File: src/rtl/k_and_s_pkg.sv
// Shared types and encodings for the K&S processor: instruction decode,
// controller states and ALU operation codes.
package k_and_s_pkg;

    typedef enum logic [3:0] {
        I_NOP,
        I_LOAD,
        I_STORE,
        I_MOVE,
        I_ADD,
        I_SUB,
        I_AND,
        I_OR,
        I_BRANCH,
        I_BZERO,
        I_BNZERO,
        I_BNEG,
        I_BNNEG,
        I_BOV,
        I_BNOV,
        I_HALT
    } decoded_instruction_type;

    typedef enum logic [2:0] {
        S_IDLE,
        S_FETCH,
        S_DECODE,
        S_LOAD,
        S_STORE,
        S_ALU,
        S_HALT
    } ctrl_state_type;

    localparam logic [1:0] OP_ADD = 2'b00;
    localparam logic [1:0] OP_AND = 2'b01;
    localparam logic [1:0] OP_OR  = 2'b10;
    localparam logic [1:0] OP_SUB = 2'b11;

    function automatic logic is_alu_instr(input decoded_instruction_type instr);
        case (instr)
            I_MOVE, I_ADD, I_SUB, I_AND, I_OR: is_alu_instr = 1'b1;
            default:                           is_alu_instr = 1'b0;
        endcase
    endfunction

    // MOVE rides on OR: the datapath presents the source on both ALU inputs.
    function automatic logic [1:0] alu_op_of(input decoded_instruction_type instr);
        case (instr)
            I_AND:         alu_op_of = OP_AND;
            I_OR, I_MOVE:  alu_op_of = OP_OR;
            I_SUB:         alu_op_of = OP_SUB;
            default:       alu_op_of = OP_ADD;
        endcase
    endfunction

endpackage

File: src/rtl/control_unit_branch_eval.sv
// Combinational branch condition evaluation against the registered ALU flags.
module branch_eval
    import k_and_s_pkg::*;
(
    input  decoded_instruction_type decoded_instruction,
    input  logic                    zero_op,
    input  logic                    neg_op,
    input  logic                    unsigned_overflow,
    input  logic                    signed_overflow,
    output logic                    is_branch,
    output logic                    take_branch
);

    // No instruction in this ISA branches on carry-out.
    logic unused_carry;
    assign unused_carry = unsigned_overflow;

    always_comb begin
        is_branch   = 1'b1;
        take_branch = 1'b0;
        case (decoded_instruction)
            I_BRANCH: take_branch = 1'b1;
            I_BZERO:  take_branch = zero_op;
            I_BNZERO: take_branch = ~zero_op;
            I_BNEG:   take_branch = neg_op;
            I_BNNEG:  take_branch = ~neg_op;
            I_BOV:    take_branch = signed_overflow;
            I_BNOV:   take_branch = ~signed_overflow;
            default:  is_branch   = 1'b0;
        endcase
    end

endmodule

File: src/rtl/control_unit.sv
// Multi-cycle controller for the K&S datapath: fetch, decode, then one
// execute cycle for load/store/ALU instructions; halts until reset.
module control_unit
    import k_and_s_pkg::*;
(
    input  logic                    clk,
    input  logic                    rst_n,
    input  decoded_instruction_type decoded_instruction,
    input  logic                    zero_op,
    input  logic                    neg_op,
    input  logic                    unsigned_overflow,
    input  logic                    signed_overflow,
    output logic                    branch,
    output logic                    pc_enable,
    output logic                    ir_enable,
    output logic                    addr_sel,
    output logic                    c_sel,
    output logic [1:0]              operation,
    output logic                    write_reg_enable,
    output logic                    flags_reg_enable,
    output logic                    ram_write_enable,
    output logic                    halt
);

    ctrl_state_type state_reg;
    ctrl_state_type state_next;
    logic           is_branch;
    logic           take_branch;

    branch_eval u_branch_eval (
        .decoded_instruction (decoded_instruction),
        .zero_op             (zero_op),
        .neg_op              (neg_op),
        .unsigned_overflow   (unsigned_overflow),
        .signed_overflow     (signed_overflow),
        .is_branch           (is_branch),
        .take_branch         (take_branch)
    );

    always_ff @(posedge clk or negedge rst_n) begin
        if (!rst_n) begin
            state_reg <= S_IDLE;
        end else begin
            state_reg <= state_next;
        end
    end

    always_comb begin
        state_next       = state_reg;
        branch           = 1'b0;
        pc_enable        = 1'b0;
        ir_enable        = 1'b0;
        addr_sel         = 1'b0;
        c_sel            = 1'b0;
        operation        = OP_ADD;
        write_reg_enable = 1'b0;
        flags_reg_enable = 1'b0;
        ram_write_enable = 1'b0;
        halt             = 1'b0;

        case (state_reg)
            S_IDLE: begin
                state_next = S_FETCH;
            end

            S_FETCH: begin
                addr_sel   = 1'b0;
                ir_enable  = 1'b1;
                state_next = S_DECODE;
            end

            // PC advances here so execute cycles can use the IR's mem_addr.
            S_DECODE: begin
                if (decoded_instruction == I_HALT) begin
                    state_next = S_HALT;
                end else if (is_branch) begin
                    pc_enable  = 1'b1;
                    branch     = take_branch;
                    state_next = S_FETCH;
                end else begin
                    pc_enable = 1'b1;
                    if (decoded_instruction == I_LOAD) begin
                        state_next = S_LOAD;
                    end else if (decoded_instruction == I_STORE) begin
                        state_next = S_STORE;
                    end else if (is_alu_instr(decoded_instruction)) begin
                        state_next = S_ALU;
                    end else begin
                        state_next = S_FETCH;
                    end
                end
            end

            S_LOAD: begin
                addr_sel         = 1'b1;
                c_sel            = 1'b1;
                write_reg_enable = 1'b1;
                state_next       = S_FETCH;
            end

            S_STORE: begin
                addr_sel         = 1'b1;
                ram_write_enable = 1'b1;
                state_next       = S_FETCH;
            end

            S_ALU: begin
                c_sel            = 1'b0;
                operation        = alu_op_of(decoded_instruction);
                write_reg_enable = 1'b1;
                flags_reg_enable = 1'b1;
                state_next       = S_FETCH;
            end

            S_HALT: begin
                halt       = 1'b1;
                state_next = S_HALT;
            end

            default: begin
                state_next = S_IDLE;
            end
        endcase
    end

endmodule

File: config.mk
export PLATFORM = sky130hd
export DESIGN_NAME = control_unit
export DESIGN_NICKNAME = d
export VERILOG_FILES = /design/src/rtl/k_and_s_pkg.sv /design/src/rtl/control_unit_branch_eval.sv /design/src/rtl/control_unit.sv
export SDC_FILE = /design/constraint.sdc
export NUM_CORES = 1
export LEC_CHECK = 0
export ABC_AREA = 1
export BUFFER_PORTS_ARGS = -buffer_cell sky130_fd_sc_hd__buf_2
export CORE_AREA = 2 2 39 41
export DETAILED_ROUTE_END_ITERATION = 8
export DIE_AREA = 0 0 41 43
export PLACE_DENSITY_LB_ADDON = 0.2
export SLEW_MARGIN = 20
export SYNTH_ARGS = -nofsm -noshare
export SYNTH_HDL_FRONTEND = slang
export SYNTH_SLANG_ARGS = --single-unit
File: constraint.sdc
create_clock -name clk -period 1.1 [get_ports clk]
set_input_delay 0.11 -clock clk [delete_from_list [all_inputs] [get_ports clk]]
set_output_delay 0.11 -clock clk [all_outputs]
set_load 0.03 [all_outputs]
==> run summary, run 1 <==
The global routing usage on met1 came out at 16.1%. The antenna violation net count after detailed routing is 0. In the layout the commonest cells are nand2_1 (14), buf_6 (12), buf_4 (11), buf_2 (8), inv_2 (7). The number of instances in the placed design came out at 101. The post-route non-filler standard cell count came out at 112. The cell area after layout came out at 727 sq um. The portion of total power attributed to the clock network is 11.3%.

The largest fanout on the critical path is 4. The synthesized netlist cell count is 60. The routed via count divided by cell count came out at 4.38. The final reports fail on negative setup slack.

The final-report hold violation count came out at 0. The first routing iteration left 11 violations. The maximum clock frequency is 0.740 GHz.

The startpoint type of the worst setup path is a flip-flop. Entering global routing, the biggest net connects 8 pins. The sequential fraction of design power came out at 13.6%. The setup path with the least slack is of type flip-flop to primary output. The count of cell types in the netlist is 13. The leakage power of the design is 0.398 nW. Setup violations remaining at the end of the flow were counted as 12. The switching power share of the total is 46.2%. Of the total power, combinational logic draws 75.1%. The nature of the critical path endpoint is a primary output.

Summed over all nets, the switching power comes to 767 uW. The count of pins over their slew limit was 0. The net count of the finished layout is 107. The clock period minus worst slack came out at 1350 ps. The total global routing track utilization is 14.5%. The area of the placeable core is 1380 sq um. The data arrival time of the critical path came out at 1240 ps. The setup slack of the critical path after layout came out at -251 ps. After global routing the overflow that remains totals 0. The reg-to-reg setup timing slack came out at -60 ps.

The wire length per cell after detailed routing came out at 9.07 um. The highest-utilization routing layer at the global route stage is met2. At the end of the flow the core is filled with cells to 52.5%. The setup TNS came out at -2320 ps. The setup skew after layout came out at 3.15 ps. The clock passes through at most 2 buffers. The clock tree root driver cell is clkbuf_4. During synthesis, Yosys emitted a total of 0 warnings. The number of buffers added on ports came out at 19. Global routing consumed, on the met3 layer, 4.71% of the routing resources. The total chip power is 1.66 mW.

The residual DRC count is 0. The total via count in the routed design came out at 491. The number of top-level pins came out at 21. Prior to clock tree synthesis, the placed netlist has a worst setup slack of -92.1 ps. The worst-case IR drop observed on VDD is 0.765 mV. Clock-pin slew was measured on the worst setup and hold paths at 40 ps. For met2 alone, demand over resource in global routing was 22.8%.

The final hold slack came out at 199 ps. The routability-driven placement congestion ratio came out at 0.712. The run finished, with violations left. The initial antenna violation count came to 0. The count of maximum capacitance violations is 0. Once detailed placement completed, the half-perimeter wirelength came to 704 um. From synthesis to final layout, the design area changed by 123%.

The synthesized area per cell came out at 5.42 sq um. The power per cell area came out at 2280 nW/um^2. The width of the die came out at 41 um.

The worst relative slew slack is 77.9%. The clock reaches the later pin of the worst-skew pair after 230 ps. The internal portion of total power came out at 894 uW.

From bottom edge to top edge, the die measures 43 um. Summing every instance area after synthesis gives 325 sq um. The floorplan has 14 rows.

The library cell used most frequently in the layout, excluding fill and tap cells, is nand2_1. The number of sinks driven by the clock tree came out at 3. The total wire length came out at 1.02 mm. The synthesized netlist net count is 70. The global-route wire length before repair came out at 1.71 mm.

The number of iterations in the first detailed-routing pass is 4. The effective utilization at floorplan came out at 23.5%. The final critical-path share of the clock period is 123%.

The die area came out at 1760 sq um. Of the synthesized area, sequential elements account for 23.1%. Summing all placed instances gives a cell area of 500 sq um. The total of flip-flops plus latches after synthesis came out at 3. The repair_antennas step left the layout with diodes totalling 0.

The number of H-tree branching levels is 1. The required time of the critical path came out at 990 ps. The number of global-route vias before repair came to 448. The clock buffer count from CTS is 3.

The share of final-layout standard cells stronger than drive strength 1 came out at 61.5%. The worst min-delay path class is input pin to async pin. The flip-flop count of the largest register after layout is 3. The slew at the pin closest to its max-slew limit is 329 ps. TritonCTS built the clock tree.

Setup repair after global routing could not meet its margin everywhere.
==> routing by layer <==
layer  share of wire [%]  up-vias
li1                    -      259
met1                  41      217
met2                  55       15
met4                   0        0
met3                 4.7        0
met5                   0        -
==> timing repair <==
item / CTS / global route
resized for setup: 31 / 16
endpoints found under the hold margin: 3 / 0
setup endpoints to repair: 11 / 13
hold buffers: 1 / 0
buffers inserted: 5 / 1
pin swaps: 2 / 4
==> worst max-delay path, stage by stage (launching register included) <==
cell	delay (ps)
dfrtp_1	410
buf_4	150
buf_4	130
nand3_4	90
nand2_1	90
buf_6	150
==> layout make-up <==
class | instances | area [sq um]
clock buffer | 4 | 26.3
fill | 139 | 657
inverter | 15 | 63.8
multi-input combinational | 42 | 272
sequential | 3 | 77.6
tap | 16 | 20.0
timing repair buffer | 32 | 268
==> logic make-up (layout without fill, tap and decap cells) <==
| family | after synthesis | after routing | share of synthesized area [%] |
|---|---|---|---|
| buffers and inverters | 15 | 51 | 17.3 |
| DFF | 3 | 3 | 23.1 |
| AOI/OAI and AO/OA | 5 | 5 | 8.46 |
| and+or+nand+nor | 37 | 37 | 51.2 |
==> power by group through the flow <==
stage	Sequential [mW]	Combinational, mW	Clock [mW]
floorplan	0.190	0.472	0
global placement	0.197	0.743	0
detailed placement	0.196	0.742	0
CTS	0.209	1.08	0.193
global route	0.233	1.34	0.215
finish	0.226	1.25	0.188
==> path summary, 6_finish.rpt <==
kind / from / depth (start not counted) / to
min in group clk: decoded_instruction[3] / 5 / state_reg[0]$_DFF_PN0_
worst min-delay path: rst_n / 2 / state_reg[0]$_DFF_PN0_
worst max register to register: state_reg[0]$_DFF_PN0_ / 5 / state_reg[0]$_DFF_PN0_
worst min register to register: state_reg[0]$_DFF_PN0_ / 2 / state_reg[1]$_DFF_PN0_
worst max-delay path: state_reg[0]$_DFF_PN0_ / 5 / write_reg_enable
max in group asynchronous: rst_n / 2 / state_reg[2]$_DFF_PN0_
==> synth_stat cells <==
master,n,area share [%]
a31oi_1,2,3.8
nor2_1,6,6.9
dfrtp_1,3,23
nand2_1,17,20
inv_1,12,14
a21oi_1,1,1.5
o21ai_0,2,3.1
inv_2,3,3.5
nor2_2,2,3.8
nor3_1,1,1.5
nand3b_1,1,2.3
nor3_2,1,3.1
nand3_1,9,14
Note: power is estimated with default switching activity, not from simulation.
==> run 2, diff against run 1 <==
--- a/config.mk
+++ b/config.mk
@@ -5,7 +5,7 @@
 export SDC_FILE = /design/constraint.sdc
 export NUM_CORES = 1
 export LEC_CHECK = 0
-export ABC_AREA = 1
+export ABC_AREA = 0
 export BUFFER_PORTS_ARGS = -buffer_cell sky130_fd_sc_hd__buf_2
 export CORE_AREA = 2 2 39 41
 export DETAILED_ROUTE_END_ITERATION = 8
==> run summary, run 2 <==
The run finished, with violations left. The final reports fail on negative setup slack. The share of the synthesized area in the top cell type is 20.3%. Ranked by total cell area, the synthesized netlist is headed by dfrtp_1 (20%), buf_6 (6.1%), nand2_1 (6.1%). For this configuration, the core starts out at a cell density of 26.8%. The total wire length came out at 1.18 mm.

Synthesis produced a netlist with a net count of 59. The largest fanout on the critical path came out at 5. The number of warnings issued by yosys is 0. The total congestion overflow after global routing came out at 0. The first global-routing pass estimated 1.89 mm of wire. Setup repair after global routing could not meet its margin everywhere. The endpoint identified for the worst register-to-register timing path is state_reg[1]$_DFF_PN0_.

The maximum number of pins on one net before global-route repair came out at 9. The number of enable flip-flop cells after synthesis is 0. Timing analysis after detailed placement gives a worst setup slack of -234 ps. The netlist uses 29 different library cells. The most common cell after layout, fill and taps aside is buf_6. The number of H-tree branching levels came out at 1.

The count of maximum capacitance violations is 0. The slew at the pin closest to its max-slew limit came out at 382 ps. The standard-cell row count came out at 14.

Among all cell types in the netlist, the one instantiated most often is nand2_1. In this run the standard cell core region covers 1380 sq um. The height of the die is 43 um. The final hold slack is 203 ps. The total via count in the routed design is 500. The initial antenna violation count was 0. The synthesized area per cell came out at 7.56 sq um. The power per cell area came out at 2120 nW/um^2. Setup total negative slack on the finished layout was measured at -3540 ps. The first-iteration detailed-routing DRC count is 8.

The worst register-to-register path begins at state_reg[0]$_DFF_PN0_. The largest total area in the synthesized netlist belongs to dfrtp_1. Across the routed clock network, the largest skew measured is 1.29 ps.

The startpoint type of the worst setup path is a flip-flop. The total of fill cells in the finished design came out at 125. The post-route core utilization came out at 62.8%. The total global routing track utilization is 15.9%. The worst min-delay path class is input pin to async pin. The number of buffers added on ports is 19.

The number of global-route vias before repair came out at 481. In the layout the commonest cells are buf_6 (18), buf_4 (14), buf_2 (8), nand2_1 (6). The leakage power of the design came out at 0.414 nW. The mapped netlist covers 370 sq um. The clock period minus worst slack came out at 1460 ps. The reg-to-reg setup timing slack came out at -130 ps. Ranked by instance count, the synthesized netlist is headed by nand2_1 (6), inv_1 (4), dfrtp_1 (3), nor2_1 (3). The final number of setup-violating endpoints came out at 14. In the final layout, the multi-input gates occupy 358 sq um. The floorplan step defined a die boundary enclosing 1760 sq um.

The required time of the critical path is 990 ps. The final-report hold violation count came out at 0. In this run, CTS created clock tree buffers numbering 3.

The post-route netlist has 68.9% of its cells at a drive strength greater than 1. The count of pins over their slew limit is 0. The layout overhead on the synthesized area is 135%. After detailed routing, the number of remaining DRC violations is 0.

The number of cells on the worst reg-to-reg path is 7. The setup slack of the critical path after layout is -356 ps. The maximum clock frequency is 0.687 GHz. TritonCTS built the clock tree.

The first detailed-routing pass ran for 3 iterations. Dividing the detail-routed wire length by the instance count gives 11.2 um. Once detailed placement completed, the half-perimeter wirelength came to 866 um. The area occupied by registers came out at 77.6 sq um. The final critical-path share of the clock period came out at 132%. The clock net in this run drives a total of 3 sinks. The data arrival time of the critical path is 1350 ps. The cell count after synthesis came out at 49.

The routed via count divided by cell count came out at 4.72. The nature of the critical path endpoint is a primary output. The count of nets left with antenna violations once routing finished came out at 0. For this run, the leading register cell type out of synthesis is dfrtp_1. Measured against its own limit, the worst slew margin works out to 74.2%.

The worst setup path is of the flip-flop to primary output kind. The net count of the finished layout came out at 101. The total of flip-flops plus latches after synthesis is 3. The routability-driven placement congestion ratio is 0.679. The latest clock arrival within the worst-skew pair came out at 230 ps. The fraction of registers with async set or reset after synthesis is 100%.

After clock tree synthesis, the clock-pin slew on the worst setup and hold paths is 40 ps. The worst-case IR drop observed on VDD is 1.76 mV. The register with the most flip-flops in the layout has 3 of them.

Measured along the x axis, the die boundary spans 41 um. The post-synthesis sequential area ratio came out at 20.3%. The clock tree root driver cell is clkbuf_4.

The number of antenna diodes in the final layout is 0. The worst-case clock buffer depth came out at 2. The number of top-level pins came out at 21.
run 2: cell count changes in the layout (fill, tap and decap cells not counted), moves of 3 or more:
cell     delta
buf_6       +6
buf_4       +3
nand2_1     -8
inv_2       -4
nand3_1     -5
inv_1       -5
run 2: layout make-up:
type,count,share of cell area [%]
inverters,4,1.73
clock buffers,4,3.02
well taps,16,2.30
repair buffers,42,42.9
multi-input cells,37,41.2
flip-flops and latches,3,8.92
run 2: repair_timing:
action                                 CTS  global route
hold buffers                             1             0
pin swaps                                3             2
endpoints found under the hold margin    3             0
buffers inserted                         1             2
setup endpoints to repair               14            14
gates resized for setup                 29            14
run 2: how the worst max path moves through the flow:
stage / start / to / slack, ps / cells after the start
after floorplan: state_reg[2]$_DFF_PN0_ / branch / -210 / 4
after global placement: state_reg[0]$_DFF_PN0_ / branch / -220 / 4
after detailed placement: state_reg[1]$_DFF_PN0_ / branch / -230 / 4
after CTS: state_reg[2]$_DFF_PN0_ / branch / -370 / 4
after global routing: state_reg[2]$_DFF_PN0_ / branch / -450 / 4
final: state_reg[0]$_DFF_PN0_ / addr_sel / -360 / 5
run 2: metrics by stage:
step	std cells	area [sq um]	power (mW)
after floorplan	49	443	0.816
after global placement	98	654	1.15
after detailed placement	98	654	1.17
after CTS	104	805	1.67
after global routing	106	870	1.97
final	106	870	1.85
run 2: layer usage:
metal  global-route usage [%]  up-vias  part of all wire (%)
li1                         -      259                     -
met1                     18.8      229                    40
met2                     27.5       12                    57
met3                        0        0                   3.7
met4                     8.00        0                     0
met5                        0        -                     0
run 2: logic make-up (layout without fill, tap and decap cells):
logic type / after synthesis / in the layout / synth area share, %
simple gates: 26 / 26 / 39.5
compound gates: 10 / 10 / 23.0
buf+inv: 9 / 50 / 14.9
flops: 3 / 3 / 20.3
xor+xnor: 1 / 1 / 2.37
run 2: critical path: stages, from the launching register on:
cell,delay [ps]
dfrtp_2,420
buf_8,140
buf_6,110
nor3b_4,180
or2_4,140
buf_6,120
run 2: power breakdown:
group	internal, mW	switching [mW]	total [mW]
logic	0.764	0.666	1.43
clock network	0.136	0.0551	0.191
registers	0.163	0.0621	0.225
total	1.06	0.784	1.85
==> run 3, diff against run 2 <==
--- a/config.mk
+++ b/config.mk
@@ -15,3 +15,4 @@
 export SYNTH_ARGS = -nofsm -noshare
 export SYNTH_HDL_FRONTEND = slang
 export SYNTH_SLANG_ARGS = --single-unit
+export TNS_END_PERCENT = 50
==> run summary, run 3 (same netlist as run 2, synthesis figures left out) <==
The run finished, with violations left. The checks that failed: negative setup slack. The power per cell area is 2160 nW/um^2. The number of sinks driven by the clock tree came out at 3. The clock buffer count from CTS came out at 3.

For the pin with the worst max-slew slack, the measured transition is 410 ps. Data on the critical path is required at its endpoint by 990 ps. The die covers 1760 sq um.

The height of the die is 43 um. The clock period minus worst slack came out at 1530 ps. The maximum clock frequency is 0.652 GHz. After detailed routing, the number of vias per cell comes to 4.82.

The startpoint type of the worst setup path is a flip-flop. In this run the horizontal extent of the chip is 41 um. The estimated wirelength of the detail-placed design came out at 955 um.

The root buffer cell chosen for the clock tree is clkbuf_4. The clock reaches the later pin of the worst-skew pair after 230 ps. The number of inserted diodes is 0. The number of global-route vias before repair was 512.

At the end of the flow, the number of nets in the layout was 102. The wire length per cell after detailed routing is 11.4 um. The number of H-tree branching levels came out at 1. The residual DRC count came out at 0.

The number of buffers added on ports came out at 19. In the layout the commonest cells are buf_4 (21), buf_6 (11), buf_2 (9), nand2_1 (5). The data arrival time of the critical path came out at 1420 ps. The count of pins over their slew limit was 0. The initial utilization of the core area, before any placement, comes to 26.8%. Setup repair after global routing could not meet its margin everywhere. The count of maximum capacitance violations came out at 0. The clock-pin transition on the worst setup and hold timing paths came out at 40 ps.

On the critical path, the stage with the largest delay is an instance of dfrtp_2. The maximum resistive drop on vdd came out at 0.881 mV. Along the worst path, the maximum fanout reaches 6. The total wire length came out at 1.22 mm. In this run the remaining antenna-violating nets after routing total 0.

Entering global routing, the biggest net connects 9 pins. Walking the worst path, the cells encountered are buf_4 -> nand3b_1 -> inv_2 -> or2_2 -> buf_4. The worst setup path is of the flip-flop to primary output kind. For this block, the initial DRC count from the detailed router was 4.

The final-report hold violation count is 0. The final number of setup-violating endpoints is 13. On the worst path, the slowest cell contributes a delay of 410 ps. In this run the deepest clock path goes through 2 buffers. The total overflow left after global routing is 0. The worst relative slew slack came out at 72.3%. The share of final-layout standard cells stronger than drive strength 1 is 67.0%. The initial antenna violation count came out at 0. The total global routing track utilization is 16.2%. Of the available clock period, the critical path in the final layout requires 139%. STA classifies the critical path endpoint as a primary output. The leakage power of the design is 0.410 nW. The global-route wire length before repair is 1.96 mm. The first detailed-routing pass took 4 iterations. The routability-driven placement congestion ratio came out at 0.725. Between clock sinks in the finished design, the worst skew comes to 3.02 ps. The library cell used most frequently in the layout, excluding fill and tap cells, is buf_4. The setup slack of the critical path after layout is -433 ps.

The worst hold path belongs to the class input pin to async pin. The number of top-level pins is 21. The worst slack at placement came out at -435 ps.

The flip-flop count of the largest register after layout is 3. The area of the placeable core came out at 1380 sq um. The standard-cell row count came out at 14. The layout overhead on the synthesized area came out at 126%. The CTS tree is built. Counting stages on the worst path, the most repeated cell is buf_4. Across all layers, the routed design uses 516 vias. Hold timing on the final database bottoms out at a slack of 197 ps.
==> run 3: area by class of cell <==
class | instances | area (sq um)
tap | 16 | 20.0
multi-input combinational | 37 | 340
clock buffer | 4 | 26.3
fill | 133 | 546
inverter | 4 | 17.5
sequential | 3 | 77.6
timing repair buffer | 43 | 357
==> run 3: repair_timing <==
item	CTS	global route
resized for setup	23	5
buffers inserted	3	2
pin swaps	4	4
endpoints found under the hold margin	3	0
hold buffers	1	0
setup endpoints to repair	14	14
==> run 3: report_power, final <==
group / total (mW) / internal [mW] / leakage, nW / switching (mW)
registers: 0.209 / 0.163 / 0.0350 / 0.0460
clock network: 0.195 / 0.136 / 0.0150 / 0.0586
logic: 1.41 / 0.738 / 0.360 / 0.671
==> run 3: path summary, 6_finish.rpt <==
check | startpoint | slack (ps) | depth (start not counted) | endpoint
worst min-delay path | rst_n | 200 | 2 | state_reg[0]$_DFF_PN0_
worst min register to register | state_reg[1]$_DFF_PN0_ | 700 | 3 | state_reg[0]$_DFF_PN0_
worst max-delay path | state_reg[0]$_DFF_PN0_ | -430 | 5 | addr_sel
max in group asynchronous | rst_n | 780 | 2 | state_reg[1]$_DFF_PN0_
min in group clk | decoded_instruction[0] | 310 | 4 | state_reg[1]$_DFF_PN0_
worst max register to register | state_reg[1]$_DFF_PN0_ | -190 | 6 | state_reg[0]$_DFF_PN0_
==> run 3: stage by stage <==
stage	cells	utilization, %	power, mW	cell area (sq um)	TNS, ps
after CTS	105	58.0	1.66	803	-4050
after global routing	107	60.6	1.93	838	-4730
after detailed placement	97	47.6	1.20	659	-1690
final	107	60.6	1.81	838	-3960
after floorplan	49	-	0.817	443	-893
after global placement	97	47.6	1.19	659	-1490
==> run 3: per-layer routing <==
| metal | track usage [%] | routed length (um) |
|---|---|---|
| met4 | 6.00 | 0 |
| met5 | 0 | 0 |
| met2 | 28.7 | 695 |
| met1 | 17.4 | 461 |
| met3 | 3.14 | 58 |
==> run 3: worst max-delay path, delay by kind of cell (launching register included) <==
kind	cells	cell delay (ps)
buf+inv	3	380
flops	1	410
simple gates	2	400
